`config.mk`:
```
export PLATFORM = sky130hd
export DESIGN_NAME = pipe_ctrl
export DESIGN_NICKNAME = d
export VERILOG_FILES = /design/src/rtl/pipe_ctrl_pkg.sv /design/src/rtl/pipe_ctrl_hazard_detect.sv /design/src/rtl/pipe_ctrl.sv
export SDC_FILE = /design/constraint.sdc
export NUM_CORES = 1
export LEC_CHECK = 0
export BUFFER_PORTS_ARGS = -buffer_cell sky130_fd_sc_hd__buf_2
export CORE_UTILIZATION = 40
export CTS_CLUSTER_DIAMETER = 200
export DETAILED_ROUTE_END_ITERATION = 16
export PLACE_DENSITY = 0.65
export SYNTH_ARGS = -nofsm -noshare
export SYNTH_HDL_FRONTEND = slang
export SYNTH_SLANG_ARGS = --single-unit
```
`constraint.sdc`:
```
create_clock -name clk -period 2.8 [get_ports clk]
set_input_delay 0.56 -clock clk [delete_from_list [all_inputs] [get_ports clk]]
set_output_delay 0.56 -clock clk [all_outputs]
set_load 0.05 [all_outputs]
```
`src/rtl/pipe_ctrl_pkg.sv`:
```
// Shared types and default widths for the pipeline sequencer.
// Holds the FSM state encoding and the per-stage valid-bit bundle.
package pipe_ctrl_pkg;

    localparam int PC_REG_AW = 5;
    localparam int PC_CNT_W  = 32;

    typedef enum logic [1:0] {
        PC_RUN    = 2'd0,
        PC_LSWAIT = 2'd1,
        PC_HALT   = 2'd2
    } pc_state_t;

    typedef struct packed {
        logic id;
        logic ex;
        logic mem;
        logic wb;
    } stage_vld_t;

endpackage

```
`src/rtl/pipe_ctrl_hazard_detect.sv`:
```
// Load-use hazard detect: EX load writing a register the ID instruction reads.
// Latency: purely combinational. Backpressure: none, it only raises lu.
module pipe_ctrl_hazard_detect #(
    parameter int REG_AW = 5
) (
    input  logic              vld_id,
    input  logic              vld_ex,
    input  logic [REG_AW-1:0] id_rs1,
    input  logic              id_rs1_en,
    input  logic [REG_AW-1:0] id_rs2,
    input  logic              id_rs2_en,
    input  logic [REG_AW-1:0] ex_rd,
    input  logic              ex_is_load,
    output logic              lu
);

    logic rs1_hit;
    logic rs2_hit;

    assign rs1_hit = id_rs1_en && (id_rs1 == ex_rd);
    assign rs2_hit = id_rs2_en && (id_rs2 == ex_rd);

    // x0 is hardwired zero, so a load targeting it never creates a dependency
    assign lu = vld_ex && ex_is_load && (ex_rd != '0) && vld_id && (rs1_hit || rs2_hit);

endmodule

```
`src/rtl/pipe_ctrl.sv`:
```
// Pipeline sequencer: per-stage valids, hold enables, halt FSM and perf counters.
// Latency: hold/pc enables are same-cycle combinational; valids/halted/counters registered.
// Backpressure: an LSU wait freezes IF..MEM with zero latency while WB drains bubbles.
module pipe_ctrl
    import pipe_ctrl_pkg::*;
#(
    parameter int REG_AW = PC_REG_AW,
    parameter int CNT_W  = PC_CNT_W
) (
    input  logic              clk,
    input  logic              rst_n,
    input  logic              if_inst_vld,
    input  logic [REG_AW-1:0] id_rs1,
    input  logic              id_rs1_en,
    input  logic [REG_AW-1:0] id_rs2,
    input  logic              id_rs2_en,
    input  logic [REG_AW-1:0] ex_rd,
    input  logic              ex_is_load,
    input  logic              ex_redirect,
    input  logic              mem_ls_req,
    input  logic              mem_ls_ready,
    input  logic              wb_ebreak,
    output logic              pc_en,
    output logic              pc_sel_redir,
    output logic              hold_id,
    output logic              hold_ex,
    output logic              hold_mem,
    output logic              hold_wb,
    output logic              vld_id,
    output logic              vld_ex,
    output logic              vld_mem,
    output logic              vld_wb,
    output logic              halted,
    output logic [CNT_W-1:0]  stall_cnt,
    output logic [CNT_W-1:0]  flush_cnt
);

    pc_state_t  state;
    pc_state_t  state_nxt;
    stage_vld_t vld;
    stage_vld_t vld_nxt;
    logic       halt_mode;
    logic       lu;
    logic       mw;
    logic       rd;
    logic       flush_inc;
    logic       stall_inc;

    pipe_ctrl_hazard_detect #(.REG_AW(REG_AW)) u_hazard (
        .vld_id     (vld.id),
        .vld_ex     (vld.ex),
        .id_rs1     (id_rs1),
        .id_rs1_en  (id_rs1_en),
        .id_rs2     (id_rs2),
        .id_rs2_en  (id_rs2_en),
        .ex_rd      (ex_rd),
        .ex_is_load (ex_is_load),
        .lu         (lu)
    );

    assign halt_mode = (state == PC_HALT);
    assign mw        = vld.mem && mem_ls_req && !mem_ls_ready;
    assign rd        = vld.ex && ex_redirect;

    always_comb begin
        state_nxt    = state;
        vld_nxt      = vld;
        pc_en        = 1'b1;
        pc_sel_redir = 1'b0;
        hold_id      = 1'b0;
        hold_ex      = 1'b0;
        hold_mem     = 1'b0;
        flush_inc    = 1'b0;

        // Priority ladder; a redirect or load-use under an LSU wait is re-evaluated once EX moves
        if (halt_mode) begin
            pc_en    = 1'b0;
            hold_id  = 1'b1;
            hold_ex  = 1'b1;
            hold_mem = 1'b1;
            vld_nxt.wb = 1'b0;
        end else if (mw) begin
            pc_en    = 1'b0;
            hold_id  = 1'b1;
            hold_ex  = 1'b1;
            hold_mem = 1'b1;
            vld_nxt.wb = 1'b0;
        end else if (rd) begin
            pc_sel_redir = 1'b1;
            flush_inc    = 1'b1;
            vld_nxt      = '{id: 1'b0, ex: 1'b0, mem: 1'b1, wb: vld.mem};
        end else if (lu) begin
            pc_en   = 1'b0;
            hold_id = 1'b1;
            vld_nxt = '{id: vld.id, ex: 1'b0, mem: vld.ex, wb: vld.mem};
        end else begin
            vld_nxt = '{id: if_inst_vld, ex: vld.id, mem: vld.ex, wb: vld.mem};
        end

        if (vld.wb && wb_ebreak) begin
            state_nxt = PC_HALT;
        end else begin
            case (state)
                PC_RUN:    if (mw) state_nxt = PC_LSWAIT;
                PC_LSWAIT: if (mem_ls_ready) state_nxt = PC_RUN;
                default:   state_nxt = state;
            endcase
        end
    end

    assign stall_inc = !pc_en && !halt_mode;

    always_ff @(posedge clk) begin
        if (!rst_n) begin
            state     <= PC_RUN;
            vld       <= '0;
            stall_cnt <= '0;
            flush_cnt <= '0;
        end else begin
            state <= state_nxt;
            vld   <= vld_nxt;
            if (stall_inc) stall_cnt <= stall_cnt + CNT_W'(1);
            if (flush_inc) flush_cnt <= flush_cnt + CNT_W'(1);
        end
    end

    assign hold_wb = 1'b0;
    assign vld_id  = vld.id;
    assign vld_ex  = vld.ex;
    assign vld_mem = vld.mem;
    assign vld_wb  = vld.wb;
    assign halted  = halt_mode;

endmodule

```
==> impl_metrics.yaml, run 1 <==
place:
  port_buffers: 98
  hpwl_mm: 6.079
  place.gp.congestion: 0.7870
hold_path:
  worstHoldPathCells: 2
  hold_path_end: "state[0]"
  min_from: "wb_ebreak"
  hp-class: "in -> reg"
routing:
  viasPerCell: 5.358
  routedWlPerCell_microns: 13.17
  vias: 3370
  wl_mm: 8.283
  drtAntennaViolNets: 0
  dr.pass1.iters: 4
  drt_iter0_drc: 137
  drc: 0
sta:
  relSlewSlack_pct: 63.21
  final-hold-violation-count: 0
  worst_pin_slew_ps: 546.8
  min_period_ps: 2604
  finalSetupTns_ps: 0
  fmax_mhz: 384.0
  post-route-period-util_pct: 93.01
  fin_skew_ps: 8.254
  rsz0062_at_grt: "no"
  slew_violations: 0
  setup_violations: 0
  hold_ws_ps: 457.3
setup_path:
  endpoint_kind: "output port"
  rr_endpoint: "stall_cnt[23]"
  cp_max_fo: 5
  cp-start-kind: "primary input"
  required_ps: 2240
  cp_data_arrival_time_ps: 2040
  critPathKind: "in -> out"
  r2r_setup_slack_ps: 650
  worst_r2r_path_depth: 8
  r2r_start: "state[0]"
finish:
  mostFrequentLayoutCell: "buf_2"
  syn2layout_area_growth_pct: 23.67
  final_core_util_pct: 51.80
  antennaDiodeCount: 0
  nets: 547
  layout_common_cells: "buf_2 (98), dfxtp_1 (70), nand2_1 (39)"
  drive_gt1_share_pct: 26.34
synthesis:
  synth_top_cell_by_area: "dfxtp_1"
  synth_edf_count: 0
  synth_compound_area_share_pct: 15.04
  synth-simple-area-share_pct: 28.90
  yosys.area.top_type_share_pct: 40.11
  ys.flop_type: "dfxtp_1"
  synth_area_leaders: "dfxtp_1 (40%), xor2_1 (5.3%), a21oi_1 (4.9%)"
  synthesis.nets: 447
  syn_area_sq_mm: 0.003493
  syn_inst: 420
  synth.distinct_cells: 53
  synth_xor_area_share_pct: 8.775
  synth_top_family_by_area: "simple AND/OR/NAND/NOR gates"
  ys_warn_count: 0
  muxShareOfSynthArea_pct: 1.755
  async_reset_ff_share_pct: 0
  yosysSeqAreaShare_pct: 40.11
  synthAdderAreaFrac_pct: 0.7163
  postSynthAreaPerCell_sq_um: 8.317
  ys_ff_latch: 70
power:
  p_leak_uw: 0.001750
  p_total_uw: 2040
  ir_drop_mv: 0.2307
  powerDensity_mw_per_mm2: 472.1
cts:
  clock_path_buffers: 2
  htreeDepth: 3
  clock-root-buffer: "clkbuf_8"
  clkTransAtPathRegs_ps: 70
  cts_made_buffers: 9
  insertion_delay_ps: 340
  cts-resized-gates: 0
  cts.sinks: 70
  hold_buffers: 0
  cts_setup_buffers: 0
  tritoncts: "yes"
die:
  start_util_pct: 41.88
  die_w_microns: 95.45
  die_height_microns: 95.45
  rows: 33
  dieArea_sq_mm: 0.009111
  ioPinCount: 100
  core_sq_mm: 0.008341
grt:
  grt_pass1_vias: 3035
  grt_pass1_wl_mm: 13.66
  grt_use_total_pct: 18.98
  antenna_found_initial: 0
  grt-ovfl-total: 0
  grt_max_degree: 39
status:
  status: "finished clean"
job:
  drv_cap: 0
==> report_power, final <==
| part | internal (uW) | switching, uW | total (uW) |
|---|---|---|---|
| registers | 1000 | 6.01 | 1010 |
| clock network | 523 | 391 | 913 |
| logic | 41.6 | 79.4 | 121 |
==> kinds of logic after synthesis <==
group / count (synthesis)
flip-flops: 70
AND/OR/NAND/NOR: 189
XOR/XNOR: 35
AO/OA/AOI/OAI: 87
buffers and inverters: 30
multiplexers: 6
other: 1
adder cells (fa/ha/maj): 2
==> worst max-delay path, stage by stage <==
cell      delay [ps]
buf_2            120
or4_1            580
o21ai_4          210
nand2b_1         210
o21ai_2           70
inv_1             40
buf_2            250
==> registers in the layout (all words and copies together) (netlist names) <==
name,cells
vld_ex,1
flush_cnt,32
vld_mem,1
stall_cnt,32
vld_id,1
state,2
vld_wb,1
==> how the worst max path moves through the flow <==
stage,depth (start not counted),end,slack (ps),startpoint
floorplan,5,pc_en,120,vld_ex
global placement,7,pc_en,230,ex_rd[1]
detailed placement,7,pc_en,210,ex_rd[1]
CTS,7,pc_en,200,ex_rd[1]
global route,7,pc_en,100,ex_rd[1]
finish,7,pc_en,200,ex_rd[1]
==> per-stage QoR <==
stage	worst slack (ps)	instances	instance area [sq um]
2_1_floorplan	124.2	420	3500
3_3_place_gp	228.6	614	4099
3_5_place_dp	207.9	614	4099
4_1_cts	204.2	629	4320
5_1_grt	97.56	629	4320
6_report	195.8	629	4320
==> area by class of cell <==
cell class | count | area, sq um
Fill cell | 826 | 4020
Multi-Input combinational cell | 320 | 1938
Sequential cell | 70 | 1401
Timing Repair Buffer | 107 | 583.1
Clock buffer | 10 | 137.6
Tap cell | 105 | 131.4
Clock inverter | 5 | 83.83
Inverter | 12 | 45.04
==> per-layer routing <==
layer	GRT usage [%]	wire (microns)	vias up
li1	-	-	1713
met1	25.22	4021	1548
met2	30.30	3673	99
met3	4.147	498	10
met4	6.468	90	0
met5	0	0	-
==> synthesized netlist by cell type, drive strengths merged, types with 3 or more instances <==
library cell and count:
dfxtp 70, nand2 39, nor2 36, a21oi 35
o21ai 30, nand3 22, or3 22, nand4 21
xor2 21, clkbuf 14, xnor2 14, and3 13
inv 12, nand2b 8, nor3 7, o41ai 6
mux2i 5, and4 4, buf 4, o311ai 4
o31ai 4, or4 4, or4b 3
Note: power is estimated with default switching activity, not from simulation.
==> run 2, diff against run 1 <==
--- a/config.mk
+++ b/config.mk
@@ -10,6 +10,7 @@
 export CTS_CLUSTER_DIAMETER = 200
 export DETAILED_ROUTE_END_ITERATION = 16
-export PLACE_DENSITY = 0.65
+export PLACE_DENSITY = 0.66
 export SYNTH_ARGS = -nofsm -noshare
 export SYNTH_HDL_FRONTEND = slang
+export SYNTH_HIERARCHICAL = 1
 export SYNTH_SLANG_ARGS = --single-unit
==> constraint.sdc (replaced) <==
create_clock -name clk -period 2.8 [get_ports clk]
set_input_delay 0.28 -clock clk [delete_from_list [all_inputs] [get_ports clk]]
set_output_delay 0.28 -clock clk [all_outputs]
set_load 0.05 [all_outputs]
==> run 2 against run 1 <==
  * Clock power increased by 2%
  * Non-clock buffer count down 2
  * Total power down 0.22%
  * Critical path depth unchanged
  * Via count decreased by 6.4%
  * Sequential power barely moved
  * Cell count is 4.6% lower
  * Register-to-register slack got worse by 180 ps
  * Core utilization shrank 0.50 points
  * Highest routed layer unchanged
  * Largest power group unchanged
==> impl_metrics.yaml, run 2 <==
sta:
  post-route-period-util_pct: 83.18
  setup_slack_ps: 471.0
  relSlewSlack_pct: 44.62
  fmax_mhz: 429.4
  rsz0062_at_grt: "no"
  fin_skew_ps: 10.51
  setup_violations: 0
  finalSetupTns_ps: 0
  min_period_ps: 2329
  slew_violations: 0
  worst_pin_slew_ps: 823.0
  final-hold-violation-count: 0
die:
  die_height_microns: 93.51
  core_sq_mm: 0.008175
  die_w_microns: 93.51
  start_util_pct: 40.97
  dieArea_sq_mm: 0.008743
  ioPinCount: 100
  rows: 33
power:
  seq_power_share_pct: 49.3
  ir_drop_mv: 0.3335
  p_leak_uw: 0.001729
  p_sw_uw: 453.3
  powerDensity_mw_per_mm2: 485.3
  swShare_pct: 22.27
  clkPwrFrac_pct: 45.7
  p_int_uw: 1582
  combPwrFrac_pct: 5.0
finish:
  layout_common_cells: "buf_2 (98), dfxtp_1 (70), nor2_1 (57)"
  nets: 517
  drive_gt1_share_pct: 26.87
  syn2layout_area_growth_pct: 25.21
  antennaDiodeCount: 0
  final_core_util_pct: 51.30
  stdcell_count: 600
  mostFrequentLayoutCell: "buf_2"
  reg_top3: "flush_cnt (32), stall_cnt (32), state (2)"
synthesis:
  synth_area_leaders: "dfxtp_1 (42%), xor2_1 (8.9%), xnor2_1 (6.8%)"
  synth.most_common_cell: "dfxtp_1"
  yosysSeqAreaShare_pct: 41.84
  yosys.area.top_type_share_pct: 41.84
  synthesis.nets: 418
  synth.distinct_cells: 44
  ys_ff_latch: 70
  synth_top_cell_by_area: "dfxtp_1"
  ys_warn_count: 6
  ys.flop_type: "dfxtp_1"
  synth_edf_count: 0
  syn_inst: 391
  syn_area_sq_mm: 0.003349
  async_reset_ff_share_pct: 0
  ys_top_cells_by_count: "dfxtp_1 (70), nor2_1 (57), xor2_1 (34)"
  postSynthAreaPerCell_sq_um: 8.566
cts:
  cts_made_buffers: 9
  clock_path_buffers: 2
  tritoncts: "yes"
  hold_buffers: 0
  cts-resized-gates: 0
  insertion_delay_ps: 340
  htreeDepth: 3
  cts_setup_buffers: 0
  cts.sinks: 70
  clkTransAtPathRegs_ps: 70
  clock-root-buffer: "clkbuf_8"
grt:
  grt.met1_usage_pct: 23.10
  use_met3_pct: 6.667
  grt_max_degree: 39
  met2_usage_pct: 31.68
  grt_pass1_vias: 2884
  grt_pass1_wl_mm: 13.22
  top_usage_layer: "met2"
  antenna_found_initial: 0
  grt_use_total_pct: 18.88
  grt-ovfl-total: 0
place:
  hpwl_mm: 5.742
  port_buffers: 98
  place.gp.congestion: 0.8155
  place_inst: 584
  dp_slack_ps: 106.1
hold_path:
  min_from: "wb_ebreak"
  hp-class: "in -> reg"
routing:
  routedWlPerCell_microns: 13.08
  drtAntennaViolNets: 0
  vias: 3156
  viasPerCell: 5.260
  dr.pass1.iters: 5
  wl_mm: 7.847
  drc: 0
  drt_iter0_drc: 125
setup_path:
  path_cells: "o2111ai_1, a21oi_1, a21boi_2, o2111ai_4, or4_4, or3_1, a21oi_1"
  cp-start-kind: "flop"
  critPathLaunch: "vld_ex"
  cp_data_arrival_time_ps: 2590
  endpoint_kind: "flop"
  max_stage_delay_ps: 580
  required_ps: 3060
  cp_max_fo: 8
  slowest_stage: "or4_4"
  critPathKind: "reg -> reg"
  worst_path_most_repeated_cell: "a21oi_1"
  r2r_start: "vld_ex"
job:
  drv_cap: 0
status:
  status: "finished clean"
==> run 2: cells by family after synthesis <==
kind of cell	share of synthesized area, %
other	0.1120
and+or+nand+nor	30.07
DFF	41.84
AOI/OAI and AO/OA	7.434
adders and majority gates	0.7470
xor gates and xnor gates	15.69
muxes	0.5977
buffers and inverters	3.511
==> run 2: final cells by class <==
| cell class | count | area, sq um |
|---|---|---|
| flip-flops and latches | 70 | 1401 |
| well taps | 105 | 131.4 |
| inverters | 10 | 37.54 |
| fillers | 799 | 3981 |
| clock buffers | 11 | 151.4 |
| clock inverters | 5 | 81.33 |
| repair buffers | 105 | 555.5 |
| multi-input cells | 294 | 1836 |
==> run 2: final timing paths <==
kind                                 endpoint  slack, ps  depth (start not counted)
worst max-delay path            stall_cnt[28]        470                          7
worst min-delay path                 state[0]        190                          2
worst max register to register  stall_cnt[28]        470                          7
worst min register to register  flush_cnt[31]        480                          2
==> run 2: layer usage <==
metal,wire length [microns],vias up
li1,-,1570
met1,3479,1507
met2,3819,75
met3,509,4
met4,38,0
met5,0,-
==> run 2: worst max-delay path, delay by kind of cell (launching register included) <==
kind / cells / cell delay, ps
flops: 1 / 490
simple gates: 2 / 900
compound gates: 5 / 880
==> run 2: power groups by stage <==
stage / combinational (uW) / sequential (uW) / clock [uW]
final: 101 / 1000 / 930
after global placement: 99.4 / 1030 / 0
after CTS: 102 / 1000 / 960
after detailed placement: 101 / 1030 / 0
after global routing: 110 / 1000 / 996
after floorplan: 50.9 / 1040 / 0
==> run 2: through the flow <==
stage,hold WS (ps),instance area (sq um),power (uW)
2_1_floorplan,390.8,3354,1089
4_1_cts,173.2,4194,2066
3_3_place_gp,459.1,3961,1127
3_5_place_dp,469.9,3961,1128
6_report,192.3,4194,2035
5_1_grt,185.8,4194,2110
==> run 3, diff against run 2 <==
clock period = 2.4 ns   (was 2.8 ns; I/O delays follow)
==> run 3 against run 2 <==
  * Worst hold slack got worse by 84 ps
  * Global-route usage rose by 0.27 points
  * Cell area barely moved
  * Clock power barely moved
  * Sequential power rose by 17%
  * Flip-flop and latch count did not move
  * Sequential share of layout area rose by 0.090 points
  * First-iteration DRC count fell by 54%
  * Critical path depth fell by 3
  * Highest routed layer unchanged
==> impl_metrics.yaml, run 3 (synthesized netlist as in run 2, its figures left out) <==
status:
  status: "finished clean"
hold_path:
  hold_path_end: "state[0]"
  min_from: "wb_ebreak"
  worstHoldPathCells: 2
  hp-class: "in -> reg"
sta:
  fmax_mhz: 453.7
  relSlewSlack_pct: 62.28
  min_period_ps: 2204
  setup_violations: 0
  fin_skew_ps: 9.328
  slew_violations: 0
  rsz0062_at_grt: "no"
  post-route-period-util_pct: 91.84
  worst_pin_slew_ps: 564.9
  setup_slack_ps: 195.8
  final-hold-violation-count: 0
routing:
  wl_mm: 8.203
  vias: 3141
  drtAntennaViolNets: 0
  routedWlPerCell_microns: 13.63
  viasPerCell: 5.218
  drt_iter0_drc: 57
  dr.pass1.iters: 4
  drc: 0
setup_path:
  cp_data_arrival_time_ps: 1960
  endpoint_kind: "output port"
  slowest_stage: "nor3_2"
  required_ps: 2160
  cp-start-kind: "flop"
  max_stage_delay_ps: 430
  path_cells: "and3b_1, buf_4, nor3_2, buf_2"
  rr_endpoint: "stall_cnt[30]"
  r2r_setup_slack_ps: 260
  r2r_start: "vld_ex"
  worst_r2r_path_depth: 7
  cp_max_fo: 8
  critPathKind: "reg -> out"
grt:
  grt_use_total_pct: 19.15
  antenna_found_initial: 0
  grt_max_degree: 36
  grt_pass1_wl_mm: 13.25
  grt-ovfl-total: 0
  grt_pass1_vias: 2825
die:
  start_util_pct: 40.97
  rows: 33
  dieArea_sq_mm: 0.008743
  die_w_microns: 93.51
  die_height_microns: 93.51
  core_sq_mm: 0.008175
  ioPinCount: 100
power:
  p_total_uw: 2223
  p_leak_uw: 0.001722
  ir_drop_mv: 0.3419
  powerDensity_mw_per_mm2: 530.4
cts:
  insertion_delay_ps: 350
  tritoncts: "yes"
  cts_made_buffers: 9
  htreeDepth: 3
  clkTransAtPathRegs_ps: 70
  cts_setup_buffers: 0
  cts-resized-gates: 0
  clock_path_buffers: 2
  hold_buffers: 0
  clock-root-buffer: "clkbuf_8"
  cts.sinks: 70
place:
  port_buffers: 98
  dp_slack_ps: -66.55
  hpwl_mm: 5.951
  place.gp.congestion: 0.8404
finish:
  layout_common_cells: "buf_2 (98), dfxtp_1 (68), nor2_1 (57)"
  nets: 520
  syn2layout_area_growth_pct: 25.10
  drive_gt1_share_pct: 27.16
  antennaDiodeCount: 0
  mostFrequentLayoutCell: "buf_2"
  fillerInstances: 776
  reg_top3: "flush_cnt (32), stall_cnt (32), state (2)"
job:
  drv_cap: 0
run 3: cell types whose count changed in the layout (fill, tap and decap cells not counted), sizes merged:
cell      before  now
clkinv         2    0
bufinv         2    1
clkbuf        11   12
clkinvlp       1    2
buf          105  108
run 3: worst max-delay path by stage:
| stage | from | to | slack (ps) |
|---|---|---|---|
| 2_1_floorplan | ex_rd[2] | vld_id | 6 |
| 3_3_place_gp | ex_rd[2] | stall_cnt[28] | -50 |
| 3_5_place_dp | ex_rd[2] | stall_cnt[30] | -70 |
| 4_1_cts | vld_mem | pc_sel_redir | 170 |
| 5_1_grt | ex_rd[2] | stall_cnt[30] | 50 |
| 6_report | vld_mem | pc_sel_redir | 200 |
run 3: worst max-delay path, delay by kind of cell (launching register included):
kind	cells	cell delay [ps]
and+or+nand+nor	2	710
buffers and inverters	2	560
DFF	1	340
run 3: layer usage:
metal | up-vias | track usage (%) | part of all wire [%] | wire length, microns
li1 | 1571 | - | - | -
met1 | 1485 | 23.13 | 45 | 3705
met2 | 74 | 32.41 | 48 | 3961
met3 | 11 | 5.366 | 5.3 | 436
met4 | 0 | 6.795 | 1.2 | 99
met5 | - | 0 | 0 | 0
run 3: final cells by class:
cell class                 instances  area (sq um)  area share, %
multi-input combinational        294          1849          44.13
sequential                        70          1404          33.50
timing repair buffer             108         578.1          13.80
clock buffer                      12         145.1          3.464
tap                              105         131.4          3.135
clock inverter                     3         45.04          1.075
inverter                          10         37.54         0.8958
run 3: where the power goes:
part / switching, uW / leakage [uW] / internal (uW)
registers: 6.20 / 0.000565 / 1170
logic: 79.2 / 0.00107 / 39.0
clock network: 429 / 0.0000887 / 504
total: 514 / 0.00172 / 1710
run 3: through the flow:
stage,utilization (%),std cells,hold slack [ps],instance area (sq um),TNS (ps)
2_1_floorplan,-,391,350.8,3371,0
3_3_place_gp,48.93,587,468.2,4000,-110.8
3_5_place_dp,48.93,587,474.0,4000,-148.4
4_1_cts,51.25,602,99.90,4190,0
5_1_grt,51.25,602,111.2,4190,0
6_report,51.25,602,107.9,4190,0
